--- src/rtl/pkt_wr_dma_pkg.sv ---
// Shared definitions for the packet write DMA.
// Holds the header word field layout, descriptor width formula and FSM state encoding.
package pkt_wr_dma_pkg;

  // Header word layout: dest [3:0], pri [6:4], len (bytes) [17:7].
  localparam int unsigned DestLsb = 0;
  localparam int unsigned DestW   = 4;
  localparam int unsigned PriLsb  = 4;
  localparam int unsigned PriW    = 3;
  localparam int unsigned LenLsb  = 7;
  localparam int unsigned LenW    = 11;

  // One SRAM cell holds 8 bytes; word count is (len >> 3) + 1 including the header.
  localparam int unsigned WordShift = 3;
  localparam int unsigned RemW      = LenW - WordShift + 1;

  // Descriptor = {first_addr, cell count, pri, dest}.
  localparam int unsigned DescFixedW = DestW + PriW;

  function automatic int unsigned desc_w(int unsigned addr_w, int unsigned cnt_w);
    return addr_w + cnt_w + DescFixedW;
  endfunction

  typedef enum logic [1:0] {
    StIdle = 2'd0,
    StHead = 2'd1,
    StBody = 2'd2,
    StDesc = 2'd3
  } state_e;

endpackage

--- src/rtl/sat_cnt.sv ---
// Saturating up-counter used for the optional statistics outputs.
// Ports: i_clk, i_rst_n (async, active-low), i_inc (count enable), o_cnt (count, sticks at max).
module sat_cnt #(
  parameter int unsigned W = 16
) (
  input  logic         i_clk,
  input  logic         i_rst_n,
  input  logic         i_inc,
  output logic [W-1:0] o_cnt
);

  logic [W-1:0] r_cnt;

  always_ff @(posedge i_clk or negedge i_rst_n) begin
    if (!i_rst_n) begin
      r_cnt <= '0;
    end else if (i_inc && !(&r_cnt)) begin
      r_cnt <= r_cnt + W'(1);
    end
  end

  assign o_cnt = r_cnt;

endmodule

--- src/rtl/pkt_wr_dma.sv ---
// Packet write DMA: moves packets from an input FIFO into SRAM cells taken from a free-pointer
// FIFO, links the cells together and posts a descriptor to the destination crossbar queue.
// Ports:
//   i_clk, i_rst_n                     clock, asynchronous active-low reset
//   i_dat/i_sop/i_eop/i_empty, o_rd_en input packet FIFO (first-word-fall-through)
//   i_fp_addr/i_fp_empty, o_fp_rd_en    free-pointer FIFO (first-word-fall-through)
//   o_mmu_wr_*, i_mmu_wr_ready          SRAM cell write request
//   o_ll_wr_en/o_ll_addr/o_ll_next      next-cell link write
//   o_cb_din, o_cb_wr_en, i_cb_full     descriptor write to one of NUM_DEST queues
//   o_err                               protocol error pulse
//   o_pkt_cnt, o_err_cnt                statistics (live only with PKT_WR_DMA_STATS_EN defined)
// Build option: PKT_WR_DMA_STATS_EN enables the saturating packet/error counters.
module pkt_wr_dma
  import pkt_wr_dma_pkg::*;
#(
  parameter int unsigned DATA_W   = 32,
  parameter int unsigned ADDR_W   = 11,
  parameter int unsigned CNT_W    = 8,
  parameter int unsigned NUM_DEST = 4,
  localparam int unsigned DESC_W  = desc_w(ADDR_W, CNT_W)
) (
  input  logic                i_clk,
  input  logic                i_rst_n,
  input  logic [DATA_W-1:0]   i_dat,
  input  logic                i_sop,
  input  logic                i_eop,
  input  logic                i_empty,
  output logic                o_rd_en,
  input  logic [ADDR_W-1:0]   i_fp_addr,
  input  logic                i_fp_empty,
  output logic                o_fp_rd_en,
  output logic                o_mmu_wr_req,
  output logic [ADDR_W-1:0]   o_mmu_wr_addr,
  output logic [DATA_W-1:0]   o_mmu_wr_dat,
  input  logic                i_mmu_wr_ready,
  output logic                o_ll_wr_en,
  output logic [ADDR_W-1:0]   o_ll_addr,
  output logic [ADDR_W-1:0]   o_ll_next,
  output logic [DESC_W-1:0]   o_cb_din,
  output logic [NUM_DEST-1:0] o_cb_wr_en,
  input  logic [NUM_DEST-1:0] i_cb_full,
  output logic                o_err,
  output logic [15:0]         o_pkt_cnt,
  output logic [15:0]         o_err_cnt
);

  state_e              r_state;
  logic [DestW-1:0]    r_dest;
  logic [PriW-1:0]     r_pri;
  logic [ADDR_W-1:0]   r_first_addr;
  logic [ADDR_W-1:0]   r_prev_addr;
  logic [RemW-1:0]     r_remaining;
  logic [CNT_W-1:0]    r_cells;
  logic [DESC_W-1:0]   r_cb_din;
  logic [NUM_DEST-1:0] r_cb_wr_en;
  logic                r_err;

  logic                w_active;
  logic                w_in_body;
  logic                w_xfer;
  logic                w_discard;
  logic [LenW-1:0]     w_len;
  logic [RemW-1:0]     w_hdr_words;
  logic [CNT_W-1:0]    w_cells_inc;
  logic                w_rem_one;
  logic                w_body_last;
  logic [NUM_DEST-1:0] w_dest_sel;
  logic                w_dest_ok;
  logic                w_dest_full;

  assign w_active  = (r_state == StHead) || (r_state == StBody);
  assign w_in_body = (r_state == StBody);
  assign w_discard = (r_state == StIdle) && !i_empty && !i_sop;

  assign o_mmu_wr_req  = w_active && !i_empty && !i_fp_empty;
  assign o_mmu_wr_addr = w_active ? i_fp_addr : '0;
  assign o_mmu_wr_dat  = w_active ? i_dat : '0;
  assign w_xfer        = o_mmu_wr_req && i_mmu_wr_ready;

  // Both FIFOs pop only on a transfer; the input FIFO also drops stray non-sop words in idle.
  assign o_rd_en    = w_xfer || w_discard;
  assign o_fp_rd_en = w_xfer;

  assign o_ll_wr_en = w_xfer && w_in_body;
  assign o_ll_addr  = w_in_body ? r_prev_addr : '0;
  assign o_ll_next  = w_in_body ? i_fp_addr : '0;

  assign w_len       = i_dat[LenLsb +: LenW];
  assign w_hdr_words = RemW'(w_len >> WordShift) + RemW'(1);
  assign w_cells_inc = (&r_cells) ? r_cells : r_cells + CNT_W'(1);
  assign w_rem_one   = (r_remaining == RemW'(1));
  assign w_body_last = w_rem_one || i_eop;

  // Out-of-range dest decodes to no select bit, which flags the descriptor as undeliverable.
  always_comb begin
    w_dest_sel = '0;
    for (int i = 0; i < NUM_DEST; i++) begin
      w_dest_sel[i] = (r_dest == DestW'(i));
    end
  end
  assign w_dest_ok   = |w_dest_sel;
  assign w_dest_full = |(w_dest_sel & i_cb_full);

  always_ff @(posedge i_clk or negedge i_rst_n) begin
    if (!i_rst_n) begin
      r_state      <= StIdle;
      r_dest       <= '0;
      r_pri        <= '0;
      r_first_addr <= '0;
      r_prev_addr  <= '0;
      r_remaining  <= '0;
      r_cells      <= '0;
      r_cb_din     <= '0;
      r_cb_wr_en   <= '0;
      r_err        <= 1'b0;
    end else begin
      r_err      <= 1'b0;
      r_cb_wr_en <= '0;
      unique case (r_state)
        StIdle: begin
          if (!i_empty) begin
            if (i_sop) r_state <= StHead;
            else       r_err   <= 1'b1;
          end
        end
        StHead: begin
          if (w_xfer) begin
            r_dest       <= i_dat[DestLsb +: DestW];
            r_pri        <= i_dat[PriLsb +: PriW];
            r_first_addr <= i_fp_addr;
            r_prev_addr  <= i_fp_addr;
            r_remaining  <= w_hdr_words - RemW'(1);
            r_cells      <= CNT_W'(1);
            if (w_hdr_words == RemW'(1)) begin
              r_cb_din <= {i_fp_addr, CNT_W'(1), i_dat[PriLsb +: PriW], i_dat[DestLsb +: DestW]};
              r_state  <= StDesc;
            end else begin
              r_state <= StBody;
            end
          end
        end
        StBody: begin
          if (w_xfer) begin
            r_prev_addr <= i_fp_addr;
            r_remaining <= r_remaining - RemW'(1);
            r_cells     <= w_cells_inc;
            if (w_body_last) begin
              r_cb_din <= {r_first_addr, w_cells_inc, r_pri, r_dest};
              r_state  <= StDesc;
              // Clean end only when eop lands exactly on the last expected word.
              r_err    <= !(w_rem_one && i_eop);
            end
          end
        end
        StDesc: begin
          if (!w_dest_ok) begin
            r_err   <= 1'b1;
            r_state <= StIdle;
          end else if (!w_dest_full) begin
            r_cb_wr_en <= w_dest_sel;
            r_state    <= StIdle;
          end
        end
        default: r_state <= StIdle;
      endcase
    end
  end

  assign o_cb_din   = r_cb_din;
  assign o_cb_wr_en = r_cb_wr_en;
  assign o_err      = r_err;

`ifdef PKT_WR_DMA_STATS_EN
  sat_cnt #(
    .W (16)
  ) u_pkt_cnt (
    .i_clk   (i_clk),
    .i_rst_n (i_rst_n),
    .i_inc   (|r_cb_wr_en),
    .o_cnt   (o_pkt_cnt)
  );

  sat_cnt #(
    .W (16)
  ) u_err_cnt (
    .i_clk   (i_clk),
    .i_rst_n (i_rst_n),
    .i_inc   (r_err),
    .o_cnt   (o_err_cnt)
  );
`else
  assign o_pkt_cnt = '0;
  assign o_err_cnt = '0;
`endif

endmodule

--- config.mk ---
export PLATFORM = sky130hd
export DESIGN_NAME = pkt_wr_dma
export DESIGN_NICKNAME = d
export VERILOG_FILES = /design/src/rtl/pkt_wr_dma_pkg.sv /design/src/rtl/sat_cnt.sv /design/src/rtl/pkt_wr_dma.sv
export SDC_FILE = /design/constraint.sdc
export NUM_CORES = 1
export LEC_CHECK = 0
export BUFFER_PORTS_ARGS = -buffer_cell sky130_fd_sc_hd__buf_2
export CORE_ASPECT_RATIO = 1.75
export CORE_MARGIN = 1
export CORE_UTILIZATION = 40
export DETAILED_ROUTE_END_ITERATION = 10
export GPL_TIMING_DRIVEN = 0
export PLACE_DENSITY = 0.63
export SETUP_SLACK_MARGIN = 0.5
export SYNTH_ARGS = -nofsm -noshare
export SYNTH_HDL_FRONTEND = slang
export SYNTH_SLANG_ARGS = --single-unit
--- constraint.sdc ---
create_clock -name i_clk -period 3.06 [get_ports i_clk]
set_input_delay 0.612 -clock i_clk [delete_from_list [all_inputs] [get_ports i_clk]]
set_output_delay 0.612 -clock i_clk [all_outputs]
set_load 0.03 [all_outputs]
# After elaboration in Yosys (flattened, before gate mapping)
# Cells that the tools add are included.
[word_totals]
out_inout_bits = 132
register_bits = 79
wordCells = 90
inputBits = 54
[classes]
reduce_logical = 26
eq_ne = 15
n_bitwise = 1
addsub = 4
n_mux = 34
[op_table]
columns = ["cell", "n"]
rows = [
  ["$mux W26", 4],
  ["$pmux W26 S2", 1],
  ["$mux W11", 3],
  ["$mux W32", 1],
  ["$mux W8", 3],
  ["$eq A9 B1 Y1 const B", 2],
  ["$mux W9", 2],
  ["$pmux W9 S2", 1],
  ["$sub A9 B1 Y9 const B", 2],
  ["$pmux W8 S2", 1],
  ["$mux W2", 7],
  ["$mux W4", 3],
  ["$add A8 B1 Y9 const B", 1],
  ["$add A8 B1 Y8 const B", 1],
  ["$eq A4 B2 Y1 const B", 2],
  ["$pmux W2 S4", 1],
  ["$reduce_and A8 Y1", 1],
  ["$reduce_or A4 Y1", 2],
  ["$logic_and A1 B1 Y1", 7],
  ["$mux W1", 6],
  ["$ne A2 B1 Y1 const B", 3],
  ["$ne A2 B2 Y1 const B", 3],
  ["$reduce_and A6 Y1", 1],
  ["$reduce_and A5 Y1", 1],
  ["14 further kinds", 21],
]

# Depth between registers and ports, before layout
[logic_depth]
ltp_word = 7
ltp_mapped = 11

# Worst setup path after synthesis
# No wires, ideal clock.
[synth_path]
path_type = "register to register"
startpoint = "reg r_state[1]"
endpoint = "reg r_cb_din[10] (netlist: o_cb_din[10])"
required_ns = 2.935
t_arrival_ns = 2.844
slack_ns = 0.091
n_path_buf = 1
period_less_slack_ns = 2.969
stages_incl_launch_ff = 10
path_cell_list = "dfrtp_1 -> inv_1 -> ha_1 -> nor3b_2 -> nand2_2 -> nor2_1 -> nand2_1 -> a211oi_4 -> buf_6 -> mux2_4"
[synth_between]
elab_chain_len = 7
elab_cells_between_ends = 13
[synth_rtl]
columns = ["element", "line", "source"]
rows = [
  ["start: declaration", "pkt_wr_dma.sv:47", "state_e r_state;"],
  ["start signal: assignment", "pkt_wr_dma.sv:106", "r_state <= StIdle;"],
  ["start signal: assignment", "pkt_wr_dma.sv:122", "if (i_sop) r_state <= StHead;"],
  ["start signal: assignment", "pkt_wr_dma.sv:136", "r_state <= StDesc;"],
  ["$eq A2 B1 Y1 / $eq A2 B2 Y1 (equally long branches)", "pkt_wr_dma.sv:71", "assign w_active = (r_state == StHead) || (r_state == StBody);"],
  ["$logic_or A1 B1 Y1 (*)", "pkt_wr_dma.sv:71", ""],
  ["$logic_and A1 B1 Y1 (*) (2 in series)", "pkt_wr_dma.sv:75", "assign o_mmu_wr_req = w_active && !i_empty && !i_fp_empty;"],
  ["net o_mmu_wr_req", "pkt_wr_dma.sv:32", "output logic o_mmu_wr_req,"],
  ["$logic_and A1 B1 Y1 (*)", "pkt_wr_dma.sv:78", "assign w_xfer = o_mmu_wr_req && i_mmu_wr_ready;"],
  ["$ne A2 B2 Y1 (no line) / $ne A2 B1 Y1 (equally long branches)", "n/a", ""],
  ["$reduce_and A5 Y1 (no line) (*)", "n/a", ""],
  ["end signal: assignment", "pkt_wr_dma.sv:135", "r_cb_din <= {i_fp_addr, CNT_W'(1), i_dat[PriLsb +: PriW], i_dat[DestLsb +: DestW]};"],
  ["end signal: assignment", "pkt_wr_dma.sv:148", "r_cb_din <= {r_first_addr, w_cells_inc, r_pri, r_dest};"],
  ["end: declaration", "pkt_wr_dma.sv:54", "logic [DESC_W-1:0] r_cb_din;"],
]
# The timed path passes the listed nets; every way through them passes the cells marked *.
# A chain may end at the register's enable or synchronous reset.

# Final worst setup path
[layout_path]
startpoint = "reg r_remaining[3]"
endpoint = "reg r_cb_din[22] (netlist: o_cb_din[22])"
[layout_between]
elab_chain_len = 4
[layout_rtl]
columns = ["element", "line", "source"]
rows = [
  ["start: declaration", "pkt_wr_dma.sv:52", "logic [RemW-1:0] r_remaining;"],
  ["start signal: assignment", "pkt_wr_dma.sv:132", "r_remaining <= w_hdr_words - RemW'(1);"],
  ["start signal: assignment", "pkt_wr_dma.sv:145", "r_remaining <= r_remaining - RemW'(1);"],
  ["$eq A9 B1 Y1", "pkt_wr_dma.sv:91", "assign w_rem_one = (r_remaining == RemW'(1));"],
  ["$logic_or A1 B1 Y1", "pkt_wr_dma.sv:92", "assign w_body_last = w_rem_one || i_eop;"],
  ["$ne A2 B1 Y1 (no line)", "n/a", ""],
  ["$reduce_and A5 Y1 (no line)", "n/a", ""],
]
# Every way passes these cells.

==> impl_metrics.csv <==
group,metric,value,unit
power_and_ir_drop,powerDensity,984,nW/µm²
worst_setup_path,critPathKind,"reg -> reg",
global_route,grtUsageTotal,20.5,%
global_route,grt_pass1_wl,20.5,mm
routing,routed_via_density,4.85,
logic_synthesis,syn_avg_cell_area,9.67,µm²
worst_setup_path,cp.arrival,2.71,ns
logic_synthesis,synth_top_area_share,39.8,%
clock_tree,cts.clk_slew.worst_paths,0.06,ns
final_layout,regArea,1980,µm²
power_and_ir_drop,p_leak,0.00343,µW
final_layout,drive_gt1_share,43.7,%
sta,fin_ws,0.573,ns
clock_tree,clock-root-buffer,"clkbuf_16",
logic_synthesis,syn_inst,514,
final_layout,fill_cells,1098,
routing,vias,4338,
sta,period_share,81.3,%
global_route,grt_max_degree,51,
logic_synthesis,synth_edf_count,0,
logic_synthesis,yosys_most_used_dff,"dfrtp_1",
hold_path,hold_class,"in -> async",
sta,final_max_slew_viol_count,0,
sta,fin_crit,2.49,ns
final_layout,area_growth,34.4,%
logic_synthesis,async_reset_ff_share,100,%
clock_tree,clockBufferDepth,2,
clock_tree,clk_latency,0.34,ns
logic_synthesis,ys_seq_elements,79,
logic_synthesis,netlist_area,4970,µm²
floorplanning,coreArea,12100,µm²
place,place_hpwl,9.65,mm
logic_synthesis,seq_area_frac_synth,39.8,%
worst_setup_path,endpoint_kind,"flop",
final_layout,fin_nets,787,
floorplanning,die_height,149,µm
sta,fin_skew,0.00473,ns
logic_synthesis,synth_area_leader_cell,"dfrtp_1",
routing,routed_wl,13.0,mm
logic_synthesis,synth_area_leaders,"dfrtp_1, mux2_2, and2_1",
place,numPortBuffers,149,
routing,drt_iter0_drc,147,
power_and_ir_drop,peakVddDrop,0.570,mV
floorplanning,die-area,12900,µm²
worst_setup_path,rrSetupSlack,0.57,ns
logic_synthesis,ys_types,57,
sta,hold_viol_final,0,
worst_setup_path,cp-start-kind,"flop",
floorplanning,initial_utilization,41.2,%
place,pre_cts_ws,-0.0638,ns
worst_setup_path,required,3.28,ns
final_layout,multi_input_area,2750,µm²
global_route,grt_pass1_vias,4240,
sta,fmax,402,MHz
sta,setup_violations,0,
sta,tightest_slew,0.694,ns
floorplanning,fp.dieW,86.3,µm
routing,drc_errors,0,
logic_synthesis,yosys_warnings,0,
clock_tree,tritoncts,"built",
floorplanning,io_pins,186,
routing,first_pass_iters,4,
place,place.gp.congestion,0.882,
clock_tree,cts_sinks,79,
worst_setup_path,path_max_fanout,10,
routing,wire_per_inst,14.5,µm
job,max_cap_violations,0,
sta,maxSlewHeadroom,53.7,%
global_route,antenna_found_initial,1,
outcome,outcome,"finished, final reports clean",
routing,ant_nets,0,
floorplanning,rows,53,
clock_tree,ctsHtreeMaxLevel,3,
sta,rsz0062_at_grt,"true",
global_route,grt_overflow,0,
sta,setup_tns,0,ns
clock_tree,numCtsBuffers,9,
==> flip-flops by register name, indices dropped and copies added (netlist names) <==
register	cells
r_remaining	9
o_err	1
o_cb_din	26
r_dest	4
r_prev_addr	11
r_pri	3
r_first_addr	11
r_state	2
r_cells	8
o_cb_wr_en	4
==> layer usage <==
| layer | vias to the layer above | share of wire (%) | routed length, µm | global-route usage, % |
|---|---|---|---|---|
| met5 | - | 0 | 0 | 0 |
| met4 | 0 | 2.9 | 382 | 9.50 |
| met3 | 22 | 4.3 | 558 | 3.59 |
| met2 | 157 | 54 | 6990 | 38.5 |
| met1 | 2053 | 39 | 5050 | 21.8 |
| li1 | 2106 | - | - | - |
==> layout make-up <==
cell class              instances  area share [%]
flip-flops and latches         79            29.6
clock buffers                  12            3.84
clock inverters                 4           0.787
repair buffers                166            13.8
diodes                          2          0.0749
multi-input cells             390            41.2
well taps                     165            3.09
plain buffers                  62            6.76
inverters                      14           0.824
==> per-stage QoR <==
step                      instances  hold slack, ns  cell area [µm²]  util (%)  power, µW
after floorplan                 545           0.316             5130         -       4290
after global placement          859           0.454             6080      50.4       5210
after detailed placement        860           0.456             6110      50.6       5290
after CTS                       884           0.213             6550      54.2       6530
after global routing            893           0.226             6680      55.3       7000
final                           894           0.207             6680      55.3       6570
==> power breakdown <==
group	internal, µW	total [µW]	switching, µW
logic	1440	3790	2350
clock network	679	1090	415
registers	1440	1690	250
==> timing repair <==
item / CTS / global route
endpoints found under the setup margin: 75 / 51
gates cloned: 0 / 1
setup buffers: 8 / 7
pin swaps: 3 / 2
gates resized for setup: 24 / 28
hold buffers: 0 / 0
==> cell usage after synthesis (all sizes together) (6+ instances only) <==
| master | number |
|---|---|
| xor2 | 8 |
| nand3 | 11 |
| mux2 | 62 |
| dfrtp | 79 |
| o21ai | 22 |
| mux2i | 8 |
| inv | 13 |
| nand2 | 63 |
| clkbuf | 22 |
| nor3 | 12 |
| ha | 11 |
| a21oi | 19 |
| and2 | 67 |
| nor2 | 20 |
| or3 | 6 |
| buf | 40 |
==> logic make-up after synthesis <==
kind of cell             Yosys count  synth area share [%]
AO/OA/AOI/OAI                     66                  8.48
XOR/XNOR                          11                  1.94
adder cells (fa/ha/maj)           11                  2.77
buffers and inverters             76                  8.76
flip-flops                        79                  39.8
multiplexers                      70                  17.1
other                              1                0.0755
AND/OR/NAND/NOR                  200                  21.1
==> worst paths after layout <==
kind                                            start                          to  cells after the start
hold reg to reg            r_prev_addr[4]$_DFFE_PN0P_  r_prev_addr[4]$_DFFE_PN0P_                      2
max in group asynchronous                     i_rst_n  r_remaining[3]$_DFFE_PN0P_                      2
setup / recovery           r_remaining[3]$_DFFE_PN0P_    o_cb_din[22]$_DFFE_PN0P_                     10
min in group i_clk                       i_cb_full[2]     o_cb_wr_en[2]$_DFF_PN0_                      2
setup reg to reg           r_remaining[3]$_DFFE_PN0P_    o_cb_din[22]$_DFFE_PN0P_                     10
hold / removal                                i_rst_n        r_pri[0]$_DFFE_PN0P_                      1
==> cell usage in the layout (no fill, tap or decap), drive strengths merged, types with 4 or more instances in the layout <==
cell / instances
a21oi: 19
and2: 67
mux2: 62
nand3b: 4
nor3: 12
inv: 15
nor3b: 4
nand3: 11
nor2: 20
clkbuf: 35
o21ai: 22
dfrtp: 79
mux2i: 8
conb: 32
ha: 11
buf: 205
xor2: 8
or3: 6
nand2: 63
and3: 4
==> critical path: stages (launching register included) <==
cell	delay, ns
dfrtp_2	0.44
or3_4	0.41
nor4_4	0.19
nand3b_1	0.12
ha_2	0.20
nand2_1	0.08
nand2_2	0.07
a211oi_4	0.24
buf_6	0.16
buf_12	0.15
mux2_4	0.30
Power figures use the tool's default switching activity.
